### src/rtl/fpnew_reorder_buffer.sv
// In-order writeback buffer behind the FPU: tags issue, captures out-of-order
// completions and retires results strictly in issue order with sticky fflags.
module fpnew_reorder_buffer #(
    parameter int unsigned Width = 64,
    parameter int unsigned Depth = 8,
    localparam int unsigned TagWidth = $clog2(Depth)
) (
    input  logic                clk_i,
    input  logic                rst_ni,
    input  logic                flush_i,
    input  logic                alloc_valid_i,
    output logic                alloc_ready_o,
    output logic [TagWidth-1:0] alloc_tag_o,
    input  logic                fpu_valid_i,
    output logic                fpu_ready_o,
    input  logic [Width-1:0]    fpu_result_i,
    input  logic [4:0]          fpu_status_i,
    input  logic [TagWidth-1:0] fpu_tag_i,
    output logic                out_valid_o,
    input  logic                out_ready_i,
    output logic [Width-1:0]    result_o,
    output logic [4:0]          status_o,
    output logic [4:0]          fflags_o,
    input  logic                fflags_clr_i,
    output logic                empty_o,
    output logic                err_o
);

    logic [TagWidth:0]   wr_ptr, rd_ptr, count;
    logic [TagWidth-1:0] rd_idx, wr_idx, cpl_off;
    logic [Depth-1:0]    done;
    logic [Width-1:0]    res_q [Depth];
    logic [4:0]          st_q  [Depth];
    logic                full, alloc, retire, cpl_hit, cpl_ok, cpl_bad;

    assign rd_idx = rd_ptr[TagWidth-1:0];
    assign wr_idx = wr_ptr[TagWidth-1:0];
    assign count  = wr_ptr - rd_ptr;
    assign full   = (rd_idx == wr_idx) && (rd_ptr[TagWidth] != wr_ptr[TagWidth]);

    assign empty_o       = (rd_ptr == wr_ptr);
    assign alloc_ready_o = !full;
    assign alloc_tag_o   = wr_idx;
    assign fpu_ready_o   = 1'b1;
    assign out_valid_o   = !empty_o && done[rd_idx];
    assign result_o      = res_q[rd_idx];
    assign status_o      = st_q[rd_idx];

    // Distance from the head, modulo Depth, tells whether the tag is in flight
    assign cpl_off = fpu_tag_i - rd_idx;
    assign cpl_hit = ({1'b0, cpl_off} < count) && !done[fpu_tag_i];
    assign cpl_ok  = fpu_valid_i && !flush_i && cpl_hit;
    assign cpl_bad = fpu_valid_i && !flush_i && !cpl_hit;

    assign alloc  = alloc_valid_i && !full && !flush_i;
    assign retire = out_valid_o && out_ready_i && !flush_i;

    always_ff @(posedge clk_i or negedge rst_ni) begin
        if (!rst_ni) begin
            wr_ptr   <= '0;
            rd_ptr   <= '0;
            done     <= '0;
            fflags_o <= '0;
            err_o    <= 1'b0;
        end else begin
            if (cpl_bad) err_o <= 1'b1;
            if (retire) begin
                fflags_o <= (fflags_clr_i ? 5'b0 : fflags_o) | status_o;
            end else if (fflags_clr_i) begin
                fflags_o <= '0;
            end
            if (flush_i) begin
                wr_ptr <= '0;
                rd_ptr <= '0;
                done   <= '0;
            end else begin
                if (alloc) wr_ptr <= wr_ptr + 1'b1;
                if (retire) begin
                    rd_ptr       <= rd_ptr + 1'b1;
                    done[rd_idx] <= 1'b0;
                end
                if (cpl_ok) done[fpu_tag_i] <= 1'b1;
            end
        end
    end

    always_ff @(posedge clk_i) begin
        if (cpl_ok) begin
            res_q[fpu_tag_i] <= fpu_result_i;
            st_q[fpu_tag_i]  <= fpu_status_i;
        end
    end

endmodule

### config.mk
export PLATFORM = sky130hd
export DESIGN_NAME = fpnew_reorder_buffer
export DESIGN_NICKNAME = d
export VERILOG_FILES = /design/src/rtl/fpnew_reorder_buffer.sv
export SDC_FILE = /design/constraint.sdc
export NUM_CORES = 1
export LEC_CHECK = 0
export CORE_UTILIZATION = 35
export CTS_BUF_LIST = sky130_fd_sc_hd__clkbuf_4
export DETAILED_ROUTE_END_ITERATION = 12
export SLEW_MARGIN = 20
export SYNTH_ARGS = -nofsm -noshare
export SYNTH_HDL_FRONTEND = slang
export SYNTH_SLANG_ARGS = --single-unit
### constraint.sdc
create_clock -name clk_i -period 9.9 [get_ports clk_i]
set_input_delay 1.485 -clock clk_i [delete_from_list [all_inputs] [get_ports clk_i]]
set_output_delay 1.485 -clock clk_i [all_outputs]
set_load 0.01 [all_outputs]
==> run summary, run 1 <==
largest net degree at the start of global routing: 70
WS Path Type: reg2out
slew at the pin with the worst max-slew slack: 1090 ps
status: complete, no violations
crit-path cells: buf_4, nand2_1, nor2_4, a22o_1, a221oi_1, o21ai_0, clkdlybuf4s50_1
Req. time, crit path: 8420 ps
Die Span Y: 252 um
GRT Util Overall: 18.1%
maximum clock frequency: 157 MHz
1st-pass router iterations: 6
startpoint types: flip-flop
slowest stage delay, CP: 760 ps
Tmin final: 6380 ps
DR vias/cell: 5.21
Yosys reg bits: 574
met2 Use GR: 28.9%
Top delay family on crit path: buffers and inverters
Num CTS Buffers: 147
CTS clock-pin slew for the worst setup and hold paths: 60 ps
vias: 12600
Clock Path Buffers: 3
Post-Synth Adder-Cell Area: 0.642%
Distinct cells, synth: 51
worst-path fanout max: 50
Synth async-reset ratio: 3.83%
Synth Cell Area: 21800 um^2
Final Cell Area: 26400 um^2
post-synthesis area per instance: 17.9 um^2
DRC: 0
CTS tree: done
largest cells by area after synthesis: edfxtp_1 (76%), a221oi_1 (2.8%), dfrtp_1 (2.5%)
Clock Sinks: 574
post-CTS sizing: 0
Slew HR: 27.4%
post-route ant nets: 0
mux cell area share after synthesis: 6.15%
area grow syn2layout: 20.8%
Post-Synth Simple-Gate Area: 3.12%
power density cells: 182 nW/um^2
vias in the first global route: 13000
fin util: 42.7%
starting density of the core: 35.4%
most frequent cells after synthesis: edfxtp_1 (552), a221oi_1 (70), nand2_1 (54)
Worst path slowest cell: dfrtp_4
Max-Cap Viols: 0
core area: 61700 um^2
Yosys top cell by area: edfxtp_1
Post-CTS Setup Inserts: 0
Pleak: 8.47 nW
Placer Congestion: 0.796
CTS H-tree depth: 4
crit path DAT: 4890 ps
Worst setup EP type: output pin
main combinational cell family by area after synthesis: compound AO/OA/AOI/OAI gates
routing usage on met3: 5.51%
share of cells above drive strength 1: 21.3%
clock skew: 51.0 ps
critical path buffer and inverter count: 2
Die X: 252 um
top-count cell post-synth: edfxtp_1
RSZ-0062 raised after global routing: false
CTS Root Cell: clkbuf_4
first-pass GRT wire length: 83200 um
setup TNS: 0 ps
# IOs: 161
wire per inst: 23.5 um
grt total ovfl: 0
Synth warnings: 0
Peak VDD IR: 0.0732 mV
Compound-Gate Fraction of Synth Area: 9.48%
final hold violations: 0
hold crit path type: reg2reg
Die Area: 63400 um^2
clock latency on the worst-skew pair: 940 ps
# nets final: 1573
ys flop type: edfxtp_1
post-synthesis xor/xnor area fraction: 0.361%
Fill cells: 5540
Post-synth EDFFs: 552
Synth Net Count: 1307
sequential fraction of the synthesis area: 78.4%
number of cell rows: 91
Synth Instances: 1218
GR peak layer: met2
Fin Hold WS: 511 ps
total wire length: 56800 um
Post-DP HPWL: 32500 um
Pins Over Slew Limit: 0
Post-CTS Hold Buffers: 0
M1 GR Usage: 23.5%
post-synth top area share: 75.9%
Area after DPL: 24500 um^2
Setup Viol. Count Final: 0
IO buf count: 159
final period utilization: 64.4%
detailed router's first-iteration violation count: 1290
initial antenna violation count: 5
## power by group
part           internal [mW]  switching [mW]
sequential              2.69         0.00841
clock                   1.08           0.905
combinational         0.0546          0.0801
total                   3.82           0.993
## registers in the layout, indices dropped and copies added, names as in the netlist
name      flops
res_q       512
st_q         40
done          8
fflags_o      5
rd_ptr        4
wr_ptr        4
err_o         1
## logic make-up (layout without fill, tap and decap cells)
group,count (synthesis),count (layout)
DFF,574,574
xor gates and xnor gates,9,9
and+or+nand+nor,155,155
adders and majority gates,10,10
AOI/OAI and AO/OA,281,281
other,1,4
muxes,104,104
buffers and inverters,84,442
## worst reg2reg max path, stage by stage (launching register included)
cell and delay (ps):
dfrtp_4 690, buf_4 480, buf_4 690, fa_1 670
inv_1 70, ha_1 220, a21o_1 150, a21o_1 190
nand2_1 80, nand3_1 400, nor4_4 280, buf_4 510
buf_4 660
## layer usage
metal | wire length [um] | vias up
met5 | 34 | -
met4 | 802 | 6
met3 | 4490 | 67
met2 | 27500 | 526
met1 | 24000 | 6415
li1 | - | 5584
## area by class of cell
class	count	area [um^2]	area share, %
Tap cell	837	1050	3.97
Multi-Input combinational cell	560	4460	16.9
Sequential cell	574	17100	65.0
Clock inverter	29	224	0.849
Clock buffer	212	1590	6.04
Antenna cell	3	7.51	0.0285
Inverter	13	48.8	0.185
Timing Repair Buffer	188	1850	7.03
## cell usage in the layout, fill, tap and decap left out, drive strengths merged, types with 11 or more instances in the layout
cell and n:
clkbuf 212, a221oi 70, inv 17, buf 29
o21ai 51, mux2 31, edfxtp 552, a22o 22
nor2 53, mux4 21, a222oi 11, clkdlybuf4s50 159
a22oi 48, clkinv 20, nand3 22, a21oi 35
dfrtp 22, mux2i 52, nand2 54
## final timing paths
check | startpoint | endpoint | slack (ps) | depth (start not counted)
max in group asynchronous | rst_ni | rd_ptr[2] | 8680 | 2
setup reg to reg | rd_ptr[1] | res_q[0][44] | 4410 | 12
hold reg to reg | fflags_o[1] | fflags_o[1] | 510 | 1
setup / recovery | rd_ptr[2] | result_o[9] | 3520 | 7
min in group asynchronous | rst_ni | wr_ptr[0] | 920 | 2
hold / removal | fflags_o[1] | fflags_o[1] | 510 | 1
## per-stage QoR
stage | setup slack (ps) | std cells | power (mW)
3_3_place_gp | 3840 | 2170 | 2.88
4_1_cts | 3120 | 2412 | 4.87
3_5_place_dp | 3870 | 2171 | 2.88
6_report | 3520 | 2416 | 4.81
2_1_floorplan | 1200 | 1218 | 2.79
5_1_grt | 3290 | 2415 | 4.99
Power figures use the tool's default switching activity.
==> inputs of run 2 (changes only) <==
clock period = 5.9 ns   (was 9.9 ns; I/O delays follow)
==> run summary, run 2 (synthesis results as in run 1) <==
status: complete, no violations (unchanged)
biggest regs: res_q x512, st_q x40, done x8 (unchanged)
# IOs: 161 (unchanged)
max reg flops: 512 (unchanged)
DRC: 0 (unchanged)
Pleak: 8.48 nW (was 8.47 nW)
RSZ-0062 raised after global routing: false (unchanged)
grt total ovfl: 0 (unchanged)
slew at the pin with the worst max-slew slack: 1130 ps (was 1090 ps)
power density cells: 308 nW/um^2 (was 182 nW/um^2)
detailed router's first-iteration violation count: 1008 (was 1290)
DR vias/cell: 5.25 (was 5.21)
switching part of the total: 20.6% (about the same)
RR Startpoint: rd_ptr[1] (unchanged)
Logic pwr share: 2.7% (was 2.8%)
Worst setup EP type: output pin (unchanged)
Slew HR: 24.2% (was 27.4%)
Req. time, crit path: 5020 ps (was 8420 ps)
Die Area: 63400 um^2 (unchanged)
Setup Viol. Count Final: 0 (unchanged)
Area after DPL: 24600 um^2 (was 24500 um^2)
crit-path cells: inv_1, nor3_2, a222oi_1, o21ai_0, clkdlybuf4s50_1 (was buf_4, nand2_1, nor2_4, a22o_1, a221oi_1, o21ai_0, clkdlybuf4s50_1)
Worst path slowest cell: nor3_2 (was dfrtp_4)
CTS H-tree depth: 4 (unchanged)
startpoint types: flip-flop (unchanged)
total power: 8.14 mW (was 4.81 mW)
hold crit path type: in2async (was reg2reg)
Die Span Y: 252 um (unchanged)
Post-DP HPWL: 30800 um (was 32500 um)
maximum clock frequency: 188 MHz
reg2reg setup slack: 1650 ps (was 4410 ps)
share of cells above drive strength 1: 21.1% (was 21.3%)
commonest non-fill, non-tap cell in the layout: edfxtp_1 (unchanged)
internal power: 6.47 mW (was 3.82 mW)
wire per inst: 23.1 um (was 23.5 um)
Clk pwr share: 41.8% (was 41.2%)
Peak VDD IR: 0.149 mV (was 0.0732 mV)
CTS tree: done (unchanged)
final setup margin: 580 ps (was 3520 ps)
Fin Hold WS: 432 ps (was 511 ps)
Pins Over Slew Limit: 0 (unchanged)
number of cell rows: 91 (unchanged)
Num CTS Buffers: 146 (was 147)
final hold violations: 0 (unchanged)
final period utilization: 90.2%
total wire length: 55800 um (was 56800 um)
Post-CTS Setup Inserts: 0 (unchanged)
net switching power: 1.68 mW (was 0.993 mW)
worst-path fanout max: 31 (was 50)
Clock Sinks: 574 (unchanged)
CTS Root Cell: clkbuf_4 (unchanged)
Top reg by flops: res_q (unchanged)
setup TNS: 0 ps (unchanged)
post-route ant nets: 0 (unchanged)
most frequent cells in the layout: edfxtp_1 (552), clkbuf_4 (208), clkdlybuf4s50_1 (158) (was edfxtp_1 (552), clkbuf_4 (212), clkdlybuf4s50_1 (159))
slowest stage delay, CP: 960 ps (was 760 ps)
Final Cell Area: 26500 um^2 (was 26400 um^2)
crit path DAT: 4440 ps (was 4890 ps)
initial antenna violation count: 9 (was 5)
vias: 12700 (was 12600)
Max-Cap Viols: 0 (unchanged)
starting density of the core: 35.4% (unchanged)
clock skew: 53.3 ps (was 51.0 ps)
Tmin final: 5320 ps
clock latency on the worst-skew pair: 960 ps (was 940 ps)
Fill cells: 5560 (was 5540)
largest net degree at the start of global routing: 72 (was 70)
GRT Util Overall: 17.8% (was 18.1%)
CTS clock-pin slew for the worst setup and hold paths: 70 ps (was 60 ps)
Flop pwr share: 55.5% (was 56.0%)
Clock Path Buffers: 3 (unchanged)
area grow syn2layout: 21.3% (was 20.8%)
IO buf count: 159 (unchanged)
critical path launch point: rd_ptr[2] (unchanged)
Setup Slack @ Placement: 1140 ps (was 3870 ps)
WS Path Type: reg2out (unchanged)
first-pass GRT wire length: 82400 um (was 83200 um)
vias in the first global route: 13100 (was 13000)
Placer Congestion: 0.778 (was 0.796)
# nets final: 1573 (unchanged)
core area: 61700 um^2 (unchanged)
Die X: 252 um (unchanged)
1st-pass router iterations: 5 (was 6)
[run 2: cell count changes in the layout (fill, tap and decap cells not counted), sizes merged]
| cell | previous run | this run |
|---|---|---|
| clkinv | 20 | 15 |
| clkbuf | 212 | 208 |
| clkinvlp | 1 | 4 |
| bufinv | 4 | 6 |
| buf | 29 | 30 |
| clkdlybuf4s50 | 159 | 158 |
| dlygate4sd3 | 0 | 1 |
[run 2: cell type report]
class                      instances  area [um^2]  share of cell area (%)
antenna                            3         7.51                  0.0284
clock buffer                     208         1560                    5.90
clock inverter                    29          289                    1.09
inverter                          13         48.8                   0.184
multi-input combinational        560         4460                    16.9
sequential                       574        17100                    64.7
tap                              837         1050                    3.96
timing repair buffer             189         1920                    7.26
[run 2: repair_timing]
action,4_1_cts,5_1_grt
gates resized for setup,0,0
hold endpoints to repair,0,22
hold buffers,0,1
[run 2: metal layers]
layer  global-route usage, %  part of all wire [%]  vias up
met5                       0                  0.15        -
met4                    5.23                   1.5       14
met3                    5.63                   7.4       90
met2                    28.8                    49      473
met1                    22.9                    42     6503
li1                        -                     -     5594
[run 2: worst paths after layout]
path,endpoint,cells past startpoint
worst max-delay path,result_o[5],5
max in group asynchronous,rd_ptr[0],2
worst min register to register,fflags_o[3],1
worst max register to register,res_q[0][59],10
worst min-delay path,done[2],2
min in group clk_i,fflags_o[3],1
[run 2: metrics by stage]
step / instances / util, %
final: 2413 / 42.9
after global routing: 2413 / 42.9
after CTS: 2408 / 42.9
after detailed placement: 2171 / 39.9
after global placement: 2171 / 39.9
after floorplan: 1218 / -
[run 2: worst max-delay path, delay by kind of cell (launching register included)]
kind / cells / cell delay, ps
AO/OA/AOI/OAI: 2 / 570
buffers and inverters: 2 / 1180
AND/OR/NAND/NOR: 1 / 960
flip-flops: 1 / 760
[run 2: power by group through the flow]
| stage | clock (mW) | combinational (mW) | sequential, mW |
|---|---|---|---|
| floorplan | 0 | 0.0653 | 4.61 |
| global placement | 0 | 0.219 | 4.61 |
| detailed placement | 0 | 0.225 | 4.61 |
| CTS | 3.50 | 0.226 | 4.52 |
| global route | 3.70 | 0.241 | 4.52 |
| finish | 3.40 | 0.222 | 4.52 |
